`config.mk`:
```
export PLATFORM = sky130hd
export DESIGN_NAME = nyq_sample_serializer
export DESIGN_NICKNAME = d
export VERILOG_FILES = /design/src/rtl/nyq_sample_serializer.sv
export SDC_FILE = /design/constraint.sdc
export NUM_CORES = 1
export LEC_CHECK = 0
export ABC_CLOCK_PERIOD_IN_PS = 4000
export CORE_MARGIN = 3
export CORE_UTILIZATION = 30
export DETAILED_ROUTE_END_ITERATION = 10
export PLACE_DENSITY_LB_ADDON = 0.08
export SYNTH_ARGS = -nofsm -noshare
export SYNTH_HDL_FRONTEND = slang
export SYNTH_SLANG_ARGS = --single-unit
```
`constraint.sdc`:
```
create_clock -name Clk_CI -period 4 [get_ports Clk_CI]
set_clock_uncertainty 0.05 [all_clocks]
set_input_delay 0.4 -clock Clk_CI [delete_from_list [all_inputs] [get_ports Clk_CI]]
set_output_delay 0.4 -clock Clk_CI [all_outputs]
set_load 0.01 [all_outputs]
```
`src/rtl/nyq_sample_serializer.sv`:
```
// Serializes decimated Nyquist-filter samples through a small FIFO onto a
// framed MSB-first serial link (bit clock, data, frame sync).
module nyq_sample_serializer #(
  parameter int unsigned ADDR_WIDTH = 11,
  parameter int unsigned MEM_WIDTH  = 24,
  parameter int unsigned IN_WIDTH   = 24,
  parameter int unsigned FIFO_DEPTH = 4
) (
  input  logic                          Clk_CI,
  input  logic                          Rst_RBI,
  input  logic                          WrEn_SI,
  input  logic [ADDR_WIDTH-1:0]         Addr_DI,
  input  logic [MEM_WIDTH-1:0]          PAR_In_DI,
  input  logic [IN_WIDTH-1:0]           SER_In_DI,
  input  logic                          SER_Valid_SI,
  output logic                          SER_Sclk_DO,
  output logic                          SER_Data_DO,
  output logic                          SER_Frame_DO,
  output logic                          SER_Busy_DO,
  output logic                          SER_Ovf_DO,
  output logic [$clog2(FIFO_DEPTH):0]   SER_Level_DO
);

  localparam int unsigned PW = $clog2(FIFO_DEPTH);
  localparam int unsigned LW = PW + 1;
  localparam int unsigned BW = $clog2(IN_WIDTH);
  localparam int unsigned DW = 8;
  localparam int unsigned CW = DW + 1;

  typedef enum logic [1:0] {IDLE, SHIFT, GAP} state_e;

  state_e                state_q, state_d;
  logic                  en_q, ovf_q, valid_q;
  logic [DW-1:0]         div_q, wdiv_q, wdiv_d;
  logic [IN_WIDTH-1:0]   mem_q [FIFO_DEPTH];
  logic [PW-1:0]         wr_ptr_q, rd_ptr_q;
  logic [LW-1:0]         level_q;
  logic [IN_WIDTH-1:0]   shreg_q, shreg_d;
  logic [BW-1:0]         bit_q, bit_d;
  logic [CW-1:0]         cnt_q, cnt_d;
  logic                  sclk_q, data_q, frame_q, busy_q;
  logic                  sclk_d, data_d, frame_d, busy_d;
  logic                  push_c, push_ok_c, pop_c, cnt_last_c;
  logic                  wr_en_c, wr_div_c, wr_clr_c;
  logic                  unused_par_c;

  assign unused_par_c = ^PAR_In_DI[MEM_WIDTH-1:DW];

  assign wr_en_c  = WrEn_SI && (Addr_DI == ADDR_WIDTH'(0));
  assign wr_div_c = WrEn_SI && (Addr_DI == ADDR_WIDTH'(1));
  assign wr_clr_c = WrEn_SI && (Addr_DI == ADDR_WIDTH'(2));

  // A full FIFO still accepts a push when the head leaves in the same cycle.
  assign push_c    = SER_Valid_SI && !valid_q;
  assign push_ok_c = push_c && ((level_q < LW'(FIFO_DEPTH)) || pop_c);

  // Config registers, edge detector and sticky overflow
  always_ff @(posedge Clk_CI or negedge Rst_RBI) begin
    if (!Rst_RBI) begin
      en_q    <= 1'b0;
      div_q   <= DW'(1);
      ovf_q   <= 1'b0;
      valid_q <= 1'b0;
    end else begin
      valid_q <= SER_Valid_SI;
      if (wr_en_c) en_q <= PAR_In_DI[0];
      if (wr_div_c) div_q <= (PAR_In_DI[DW-1:0] == '0) ? DW'(1) : PAR_In_DI[DW-1:0];
      if (push_c && !push_ok_c) ovf_q <= 1'b1;
      else if (wr_clr_c)        ovf_q <= 1'b0;
    end
  end

  // FIFO storage needs no reset; occupancy is tracked by level_q
  always_ff @(posedge Clk_CI) begin
    if (push_ok_c) mem_q[wr_ptr_q] <= SER_In_DI;
  end

  always_ff @(posedge Clk_CI or negedge Rst_RBI) begin
    if (!Rst_RBI) begin
      wr_ptr_q <= '0;
      rd_ptr_q <= '0;
      level_q  <= '0;
    end else begin
      if (push_ok_c) wr_ptr_q <= wr_ptr_q + PW'(1);
      if (pop_c)     rd_ptr_q <= rd_ptr_q + PW'(1);
      level_q <= level_q + LW'(push_ok_c) - LW'(pop_c);
    end
  end

  // Each bit and the gap last 2*DIV cycles, DIV latched per word
  assign cnt_last_c = (cnt_q == ({wdiv_q, 1'b0} - CW'(1)));

  always_comb begin
    state_d = state_q;
    shreg_d = shreg_q;
    bit_d   = bit_q;
    cnt_d   = cnt_q;
    wdiv_d  = wdiv_q;
    pop_c   = 1'b0;
    unique case (state_q)
      IDLE: begin
        if (en_q && (level_q != '0)) begin
          pop_c   = 1'b1;
          shreg_d = mem_q[rd_ptr_q];
          bit_d   = BW'(IN_WIDTH - 1);
          cnt_d   = '0;
          wdiv_d  = div_q;
          state_d = SHIFT;
        end
      end
      SHIFT: begin
        if (cnt_last_c) begin
          cnt_d = '0;
          if (bit_q == '0) begin
            state_d = GAP;
          end else begin
            bit_d   = bit_q - BW'(1);
            shreg_d = {shreg_q[IN_WIDTH-2:0], 1'b0};
          end
        end else begin
          cnt_d = cnt_q + CW'(1);
        end
      end
      GAP: begin
        if (cnt_last_c) begin
          cnt_d   = '0;
          state_d = IDLE;
        end else begin
          cnt_d = cnt_q + CW'(1);
        end
      end
      default: state_d = IDLE;
    endcase
    // Outputs are derived from next state so they can be registered
    sclk_d  = (state_d == SHIFT) && (cnt_d >= CW'(wdiv_d));
    data_d  = (state_d == SHIFT) && shreg_d[IN_WIDTH-1];
    frame_d = (state_d == SHIFT) && (bit_d == BW'(IN_WIDTH - 1));
    busy_d  = (state_d != IDLE);
  end

  always_ff @(posedge Clk_CI or negedge Rst_RBI) begin
    if (!Rst_RBI) begin
      state_q <= IDLE;
      shreg_q <= '0;
      bit_q   <= '0;
      cnt_q   <= '0;
      wdiv_q  <= DW'(1);
      sclk_q  <= 1'b0;
      data_q  <= 1'b0;
      frame_q <= 1'b0;
      busy_q  <= 1'b0;
    end else begin
      state_q <= state_d;
      shreg_q <= shreg_d;
      bit_q   <= bit_d;
      cnt_q   <= cnt_d;
      wdiv_q  <= wdiv_d;
      sclk_q  <= sclk_d;
      data_q  <= data_d;
      frame_q <= frame_d;
      busy_q  <= busy_d;
    end
  end

  assign SER_Sclk_DO  = sclk_q;
  assign SER_Data_DO  = data_q;
  assign SER_Frame_DO = frame_q;
  assign SER_Busy_DO  = busy_q;
  assign SER_Ovf_DO   = ovf_q;
  assign SER_Level_DO = level_q;

endmodule
```
After elaboration in Yosys (flattened, before gate mapping)
Memories as Yosys holds them, arrays and structs flattened.
Cells that the tools add are included.

word-level totals
  logic and storage cells = 85
  latch bits = 0
  ROM bits = 0
  RAM bits = 96
  memories kept = 1
  flip-flop bits (word level) = 70

operators by class
  $lt $le $gt $ge = 2
  eq/ne operators = 10
  reduce and logical (&&, ||, !) cells = 23
  divide/modulo/power cells = 0
  bitwise operators = 0
  multipliers = 0
  shifts and indexed selects = 0
  mux-type cells = 25
  $add $sub $neg = 7

memory list
  name   depth  width  rd ports  clocked after memory_dff  write ports  RTL line  text
  mem_q  4      24     1         0                         1            35        logic [IN_WIDTH-1:0] mem_q [FIFO_DEPTH];

operator list
  cell                 count
  $mux 24              3
  $pmux 24 s2          1
  $mux 8               3
  $mux 9               2
  $pmux 9 s2           1
  $mux 5               3
  $eq 11x1->1 const B  1
  $eq 11x2->1 const B  1
  $logic_not 11->1     1
  $logic_and 1x1->1    10
  $pmux 5 s2           1
  $add 9x1->9 const B  1
  $eq 9x9->1           1
  $ge 9x8->1           1
  $sub 9x1->9 const B  1
  $logic_not 8->1      1
  $mux 2               4
  $mux 1               6
  $ne 2x2->1 const B   3
  $pmux 2 s3           1
  $reduce_bool 2->1    3
  $eq 5x5->1 const B   1
  $logic_not 5->1      1
  $sub 5x1->5 const B  1
  12 further kinds     15

Logic depth before layout (Yosys ltp)
  depth in word-level cells = 9
  gate-level depth with buffers = 16

Worst setup path before layout
No wires, ideal clock.

  path type = register to register
  start = register wdiv_q[2]
  end = register sclk_q, in the netlist SER_Sclk_DO
  stages on the path, launching flop included = 16
  arrival = 3433 ps
  path slack = 375 ps
  period minus slack after synthesis = 3625 ps
  buffers on the path = 2
  cells stage by stage = dfrtp_1 -> buf_6 -> or4_4 -> or3_1 -> a211o_4 -> o311ai_2 -> buf_2 -> o21a_1 -> ha_1 -> nand2b_1 -> a21oi_1 -> nor2b_1 -> o21ai_0 -> a21oi_1 -> o41ai_1 -> a31oi_1

on the way
  word-level cells in the longest chain between the ends = 6
  elaborated cells on any way between the ends = 12

RTL lines
  item                                             RTL line  text
  from (decl)                                      34        logic [DW-1:0] div_q, wdiv_q, wdiv_d;
  from (signal assigned)                           157       wdiv_q <= wdiv_d;
  $sub 9x1->9                                      91        assign cnt_last_c = (cnt_q == ({wdiv_q, 1'b0} - CW'(1)));
  $eq 9x9->1                                       91
  $mux 9, or another cell as far along             112, 125
  $pmux 9 s2 / $pmux 2 s3 (equally long branches)  100       unique case (state_q)
  $ge 9x8->1 / $eq 2x1->1 (equally long branches)  135       sclk_d = (state_d == SHIFT) && (cnt_d >= CW'(wdiv_d));
  $logic_and 1x1->1 *                              135
  named net sclk_d                                 42        logic sclk_d, data_d, frame_d, busy_d;
  to (signal assigned)                             158       sclk_q <= sclk_d;
  to (decl)                                        41        logic sclk_q, data_q, frame_q, busy_q;

The timed path passes the listed nets; every way through them passes the cells marked *.
A chain may end at the register's enable or synchronous reset.

Worst setup path after layout
  start = register wdiv_q[1]
  end = register sclk_q, in the netlist SER_Sclk_DO

on the way
  word-level cells in the longest chain between the ends = 6
  elaborated cells on any way between the ends = 12

RTL lines
  item                RTL line  text
  $sub 9x1->9         91
  $eq 9x9->1          91
  $mux 9              112, 125
  $pmux 9 s2          100
  named net cnt_d[4]  40        logic [CW-1:0] cnt_q, cnt_d;
  $ge 9x8->1          135
  $logic_and 1x1->1   135
  named net sclk_d    42

The timed path passes the listed nets, and every way through them passes these cells.

==> flow_summary.yaml <==
cells_and_area:
  diodes: 0
  drive_gt1_frac: 0.164
  area.growth.synth_to_final_pct: 21.8
  final_cells: 909
  fillCellCount: 2277
  final_nets: 662
  finalInstanceArea_mm2: 0.00884
worst_setup_path:
  critical_path_arrival_ps: 3900
  crit_path_frequent_cell: "o21ai_0"
  crit_buf_inv: 1
  critPathSlowestCell: "or4_4"
  crit_fanout: 10
  critPathTopFamily: "compound AO/OA/AOI/OAI gates"
  path_class: "register to register"
  max_stage_delay_ps: 540
  cp-end-kind: "register"
  required_ps: 4230
  setup.worst_path.start_class: "register"
  crit_chain: "or4_4, or3_1, a211o_4, o311ai_4, buf_4, nor2_1, o21ai_0, o21ai_1, ha_1, o21ai_0, a21oi_1, o41ai_2, a31oi_1"
worst_hold_path:
  hp-class: "input port to asynchronous set/reset pin"
drt:
  remaining_drc_errors: 0
  drtIter0Drc: 210
  vias: 4262
  wl_mm: 15.3
  detailedRoute.firstPassIterationCount: 4
  postRouteAntennaNets: 0
  viasPerCell: 4.69
  wl_per_cell_um: 16.8
clock_tree:
  cts_max_level: 4
  numCtsBuffers: 17
  postCtsSetupBuffers: 0
  clock_sinks: 166
  cts_hold_buf: 0
  insertion_delay_ps: 420
  root_buffer: "clkbuf_16"
  cts_tree: "done"
  clkTransAtPathRegs_ps: 60
  ctsResizeCount: 0
  cts_buffer_depth: 2
yosys:
  synth_largest_area_cell: "edfxtp_1"
  synth_top_family_by_area: "multiplexers"
  yosys-top-cells-area: "edfxtp_1 40%, dfrtp_1 23%, mux4_2 7.4%"
  ys.warnings.count: 0
  ys_ff_latch: 166
  netlist_area_mm2: 0.00726
  synth_most_common_cell: "edfxtp_1"
  synth_top_cells_by_count: "96 x edfxtp_1, 68 x dfrtp_1, 45 x nand2_1, 26 x o21ai_1, 24 x mux4_2"
  synthSimpleGateAreaFrac: 0.0877
  synthAdderAreaFrac: 0.0390
  yosys.cell_types.count: 58
  synth_mux_area_frac: 0.0996
  syn_nets: 595
  synth_ff_type: "edfxtp_1"
  synth-async-reset-ratio: 0.422
  synth-xor-area-share: 0.0205
  post-synth-top-area-fraction: 0.397
  synth-edff-count: 96
  syn_area_per_cell_um2: 14.2
  ys_seq_area_frac: 0.639
  syn-instance-count: 510
  synth_compound_area_frac: 0.0891
placement:
  postPlaceCellArea_mm2: 0.00821
  numPlacedInstances: 877
  routabilityCongestion: 0.744
  hpwlAfterDp_mm: 9.92
  pre_cts_ws_ps: 128
  numPortBuffers: 54
pwr:
  clock_power_share: 0.390
  leakage_nw: 3.30
  power.switching_w: 0.00110
  ir_worst_vdd_uv: 243
  switching_share: 0.253
  p_seq_frac: 0.470
  powerDensity_mw_per_mm2: 492
  power.share.combinational: 0.139
  power.internal_w: 0.00325
sta:
  fin_crit_ps: 3670
  setup_viol: 0
  fmax_mhz: 272
  layout_setup_ws_ps: 330
  finalCritPeriodShare: 0.918
  holdWs_ps: 79.8
  rsz0062_at_grt: "false"
  hold_violations: 0
  tightestPinTransition_ps: 929
  fin_tns_setup_ps: 0
  relSlewSlack: 0.381
  maxSlewViolCount: 0
floorplanning:
  start_util: 0.307
  num_rows: 56
  dieArea_mm2: 0.0261
  core_area_mm2: 0.0236
  io_pins: 71
  dieWidth_um: 162
  dieHeight_um: 162
global_routing:
  grt_max_degree: 71
  overflow: 0
  met2_usage: 0.211
  grt_util_met1: 0.165
  gr-max-usage-layer: "met2"
  use_met3: 0.0303
  grt_pass1_vias: 4555
  track_usage: 0.127
  antenna_found_initial: 0
  grt_pass1_wl_mm: 25.5
status:
  status: "completed"
job:
  maxCapViolCount: 0
-- layout by cell type (no fill, tap or decap), types with 3 or more instances in the layout --
master	n
a21oi_1	9
a22oi_1	23
and2_1	5
and3_1	4
buf_4	16
bufinv_16	3
clkbuf_16	17
clkdlybuf4s50_1	53
dfrtp_1	67
edfxtp_1	96
ha_1	21
inv_1	22
inv_6	5
mux2_2	9
mux2i_1	7
mux4_2	24
nand2_1	45
nand2b_1	8
nand3_1	9
nor2_1	17
nor2b_1	4
nor3_1	8
nor4_1	3
nor4_2	3
o21a_1	3
o21ai_0	19
o21ai_1	26
or3_1	3
xnor2_1	9
xor2_1	8
-- through the flow --
stage | total power (W) | util
2_1_floorplan | 0.00245 | -
3_3_place_gp | 0.00269 | 0.348
3_5_place_dp | 0.00271 | 0.348
4_1_cts | 0.00443 | 0.373
5_1_grt | 0.00460 | 0.374
6_report | 0.00435 | 0.374
-- registers in the layout (all words and copies together), names as in the netlist, 3 cells and up --
signal,flops
div_q,8
mem_q,96
wdiv_q,8
cnt_q,9
shreg_q,24
SER_Level_DO,3
bit_q,5
-- final timing paths --
| path | startpoint | to | slack, ps | depth (start not counted) |
|---|---|---|---|---|
| worst max register to register | wdiv_q[1] | SER_Sclk_DO | 330 | 13 |
| worst min-delay path | Rst_RBI | bit_q[1] | 80 | 1 |
| max in group asynchronous | Rst_RBI | rd_ptr_q[0] | 3190 | 1 |
| worst max-delay path | wdiv_q[1] | SER_Sclk_DO | 330 | 13 |
| worst min register to register | shreg_q[0] | shreg_q[0] | 440 | 2 |
| min in group Clk_CI | SER_Valid_SI | valid_q | 430 | 1 |
-- worst reg2reg max path: stages (launching register included) --
cell      delay [ps]
dfrtp_1          410
or4_4            540
or3_1            380
a211o_4          410
o311ai_4         370
buf_4            230
nor2_1            50
o21ai_0          120
o21ai_1          110
ha_1             280
o21ai_0          160
a21oi_1           80
o41ai_2          210
a31oi_1          120
-- per-layer routing --
metal  wire length, µm  vias to the layer above
met5                 0                        -
met4               165                        0
met3               370                       13
met2              7910                       52
met1              6850                     2144
li1                  -                     2053
-- kinds of logic (layout without fill, tap and decap cells) --
family,count (synthesis),count (layout)
AO/OA/AOI/OAI,98,98
XOR/XNOR,17,17
adder cells (fa/ha/maj),22,22
buffers and inverters,44,124
flip-flops,166,166
multiplexers,41,41
AND/OR/NAND/NOR,122,122
-- area by class of cell --
type	instances	area, µm²	share of cell area
Sequential cell	166	4640	0.525
Multi-Input combinational cell	300	2460	0.279
Timing Repair Buffer	69	651	0.0736
Clock buffer	19	433	0.0490
Tap cell	319	399	0.0451
Clock inverter	13	171	0.0194
Inverter	23	86.3	0.00977
-- power by group through the flow --
| stage | combinational, W | sequential (W) | clock (W) |
|---|---|---|---|
| finish | 0.000607 | 0.00205 | 0.00170 |
| global route | 0.000692 | 0.00207 | 0.00184 |
| CTS | 0.000623 | 0.00205 | 0.00175 |
| detailed placement | 0.000621 | 0.00209 | 0 |
| global placement | 0.000613 | 0.00208 | 0 |
| floorplan | 0.000388 | 0.00206 | 0 |
Power figures use the tool's default switching activity.
==> RTL edit: new RTL, same settings <==
The 3 states of `state_e` get a one-hot encoding in 3 bits.
--- a/src/rtl/nyq_sample_serializer.sv
+++ b/src/rtl/nyq_sample_serializer.sv
@@ -29,3 +29,3 @@
 
-  typedef enum logic [1:0] {IDLE, SHIFT, GAP} state_e;
+  typedef enum logic [2:0] {IDLE = 3'b001, SHIFT = 3'b010, GAP = 3'b100} state_e;
 
Behaviour: no difference found for any inputs over 10 cycles, from zero or initial values and one cycle with Rst_RBI low; not proved beyond that.
==> RTL edit against the original RTL <==
Sequential cell count rose by 1. Via count decreased by 2.9%. Count of clock-buffer cells in the layout down 2. Total power decreased by 6.4%. Synthesized area down 1.0%. Combinational power is 30% lower. Final area fell by 1.1%. Wire length is 1.1% lower. Die area fell by 0.96%. Global-route usage shrank 0.19 points. Synthesized cell count is 5.3% lower. Final cell count shrank 2.6%. Setup slack improved by 0.052 ns.
==> RTL edit: results (changes against the original RTL) <==
[status]
status=completed  ; unchanged

[global_routing]
globalRouteMet2Util_pct=21.8  ; was 21.1%
grt_usage_pct=12.5  ; was 12.7%
grt_max_degree=72  ; was 71

[synthesis]
yosysUniqueCellTypes=66  ; was 58
syn_nets=564  ; was 595
ys_ff_latch=167  ; was 166
synth_area_leaders=edfxtp_1 40%, dfrtp_1 24%, mux4_2 7.5%, nand2_1 3.0%, ha_1 3.0%  ; was edfxtp_1 40%, dfrtp_1 23%, mux4_2 7.4%, ha_1 3.6%, a22oi_1 2.4%
ys_seq_area_share_pct=64.9  ; was 63.9%
netlist_instances=483  ; was 510

[sta]
fin_crit_sh_pct=90.5  ; was 91.8%
hold_slack_ns=0.0668  ; was 0.0798 ns
relSlewSlack_pct=36.5  ; was 38.1%

[finish]
nets=634  ; was 662
multi_input_gates=277  ; was 300
nFillCells=2263  ; was 2,277
drive_gt1_share_pct=18.4  ; was 16.4%
inv_count=24  ; was 23
area_delta_synth_final_pct=21.7  ; was 21.8%
instances_no_fill=885  ; was 909
multi_input_area_share_pct=27.1  ; was 27.9%
nNonClkBuffers=66  ; was 69
bufAreaShareNonClock_pct=7.33  ; was 7.36%
clock_area_share_pct=6.68  ; was 6.84%

[route]
wl_met3_um=424  ; was 370 um
vias=4137  ; was 4,262
initialDrtViolationCount=171  ; was 210
route.met2.wl_um=7930  ; was 7910 um
wl_met1_um=6600  ; was 6850 um
routedWlPerCell_um=17.1  ; was 16.8 um

[power]
clock_power_mw=1.60  ; was 1.70 mW
p_total_mw=4.07  ; was 4.35 mW
peakVddDrop_v=0.000185  ; was 0.000243 V

[critical_path]
path_max_fanout=6  ; was 10
slowest_stage=dfstp_2  ; was or4_4
critical_path.startpoint=wdiv_q[0]$_DFF_PN1_  ; was wdiv_q[1]$_DFF_PN0_
r2r_cells=15  ; was 13
critical-path-max-stage-delay_ns=0.57  ; was 0.54 ns

[placed_design]
place_hpwl_um=9890  ; was 9920 um
gp_congestion=0.734  ; was 0.744
dp_cells=853  ; was 877

-- RTL edit: worst register-to-register path, cell delays in order (launching register included) --
cell      delay (ns)
dfstp_2         0.57
inv_1           0.07
ha_1            0.30
xor2_1          0.13
and3_1          0.21
o221ai_2        0.17
nor3_2          0.45
nor3_4          0.13
a22o_1          0.23
ha_1            0.28
a21o_1          0.17
a21oi_1         0.17
o21ai_0         0.15
nand3_1         0.11
a21boi_0        0.09
o31a_1          0.23
-- RTL edit: cells by family (layout without fill, tap and decap cells) --
| group | after synthesis | after routing | synth area share [%] |
|---|---|---|---|
| buffers and inverters | 39 | 122 | 2.26 |
| adder cells (fa/ha/maj) | 18 | 18 | 3.24 |
| flip-flops | 167 | 167 | 64.9 |
| multiplexers | 40 | 40 | 9.91 |
| XOR/XNOR | 18 | 18 | 2.19 |
| AO/OA/AOI/OAI | 75 | 75 | 7.96 |
| AND/OR/NAND/NOR | 126 | 126 | 9.54 |
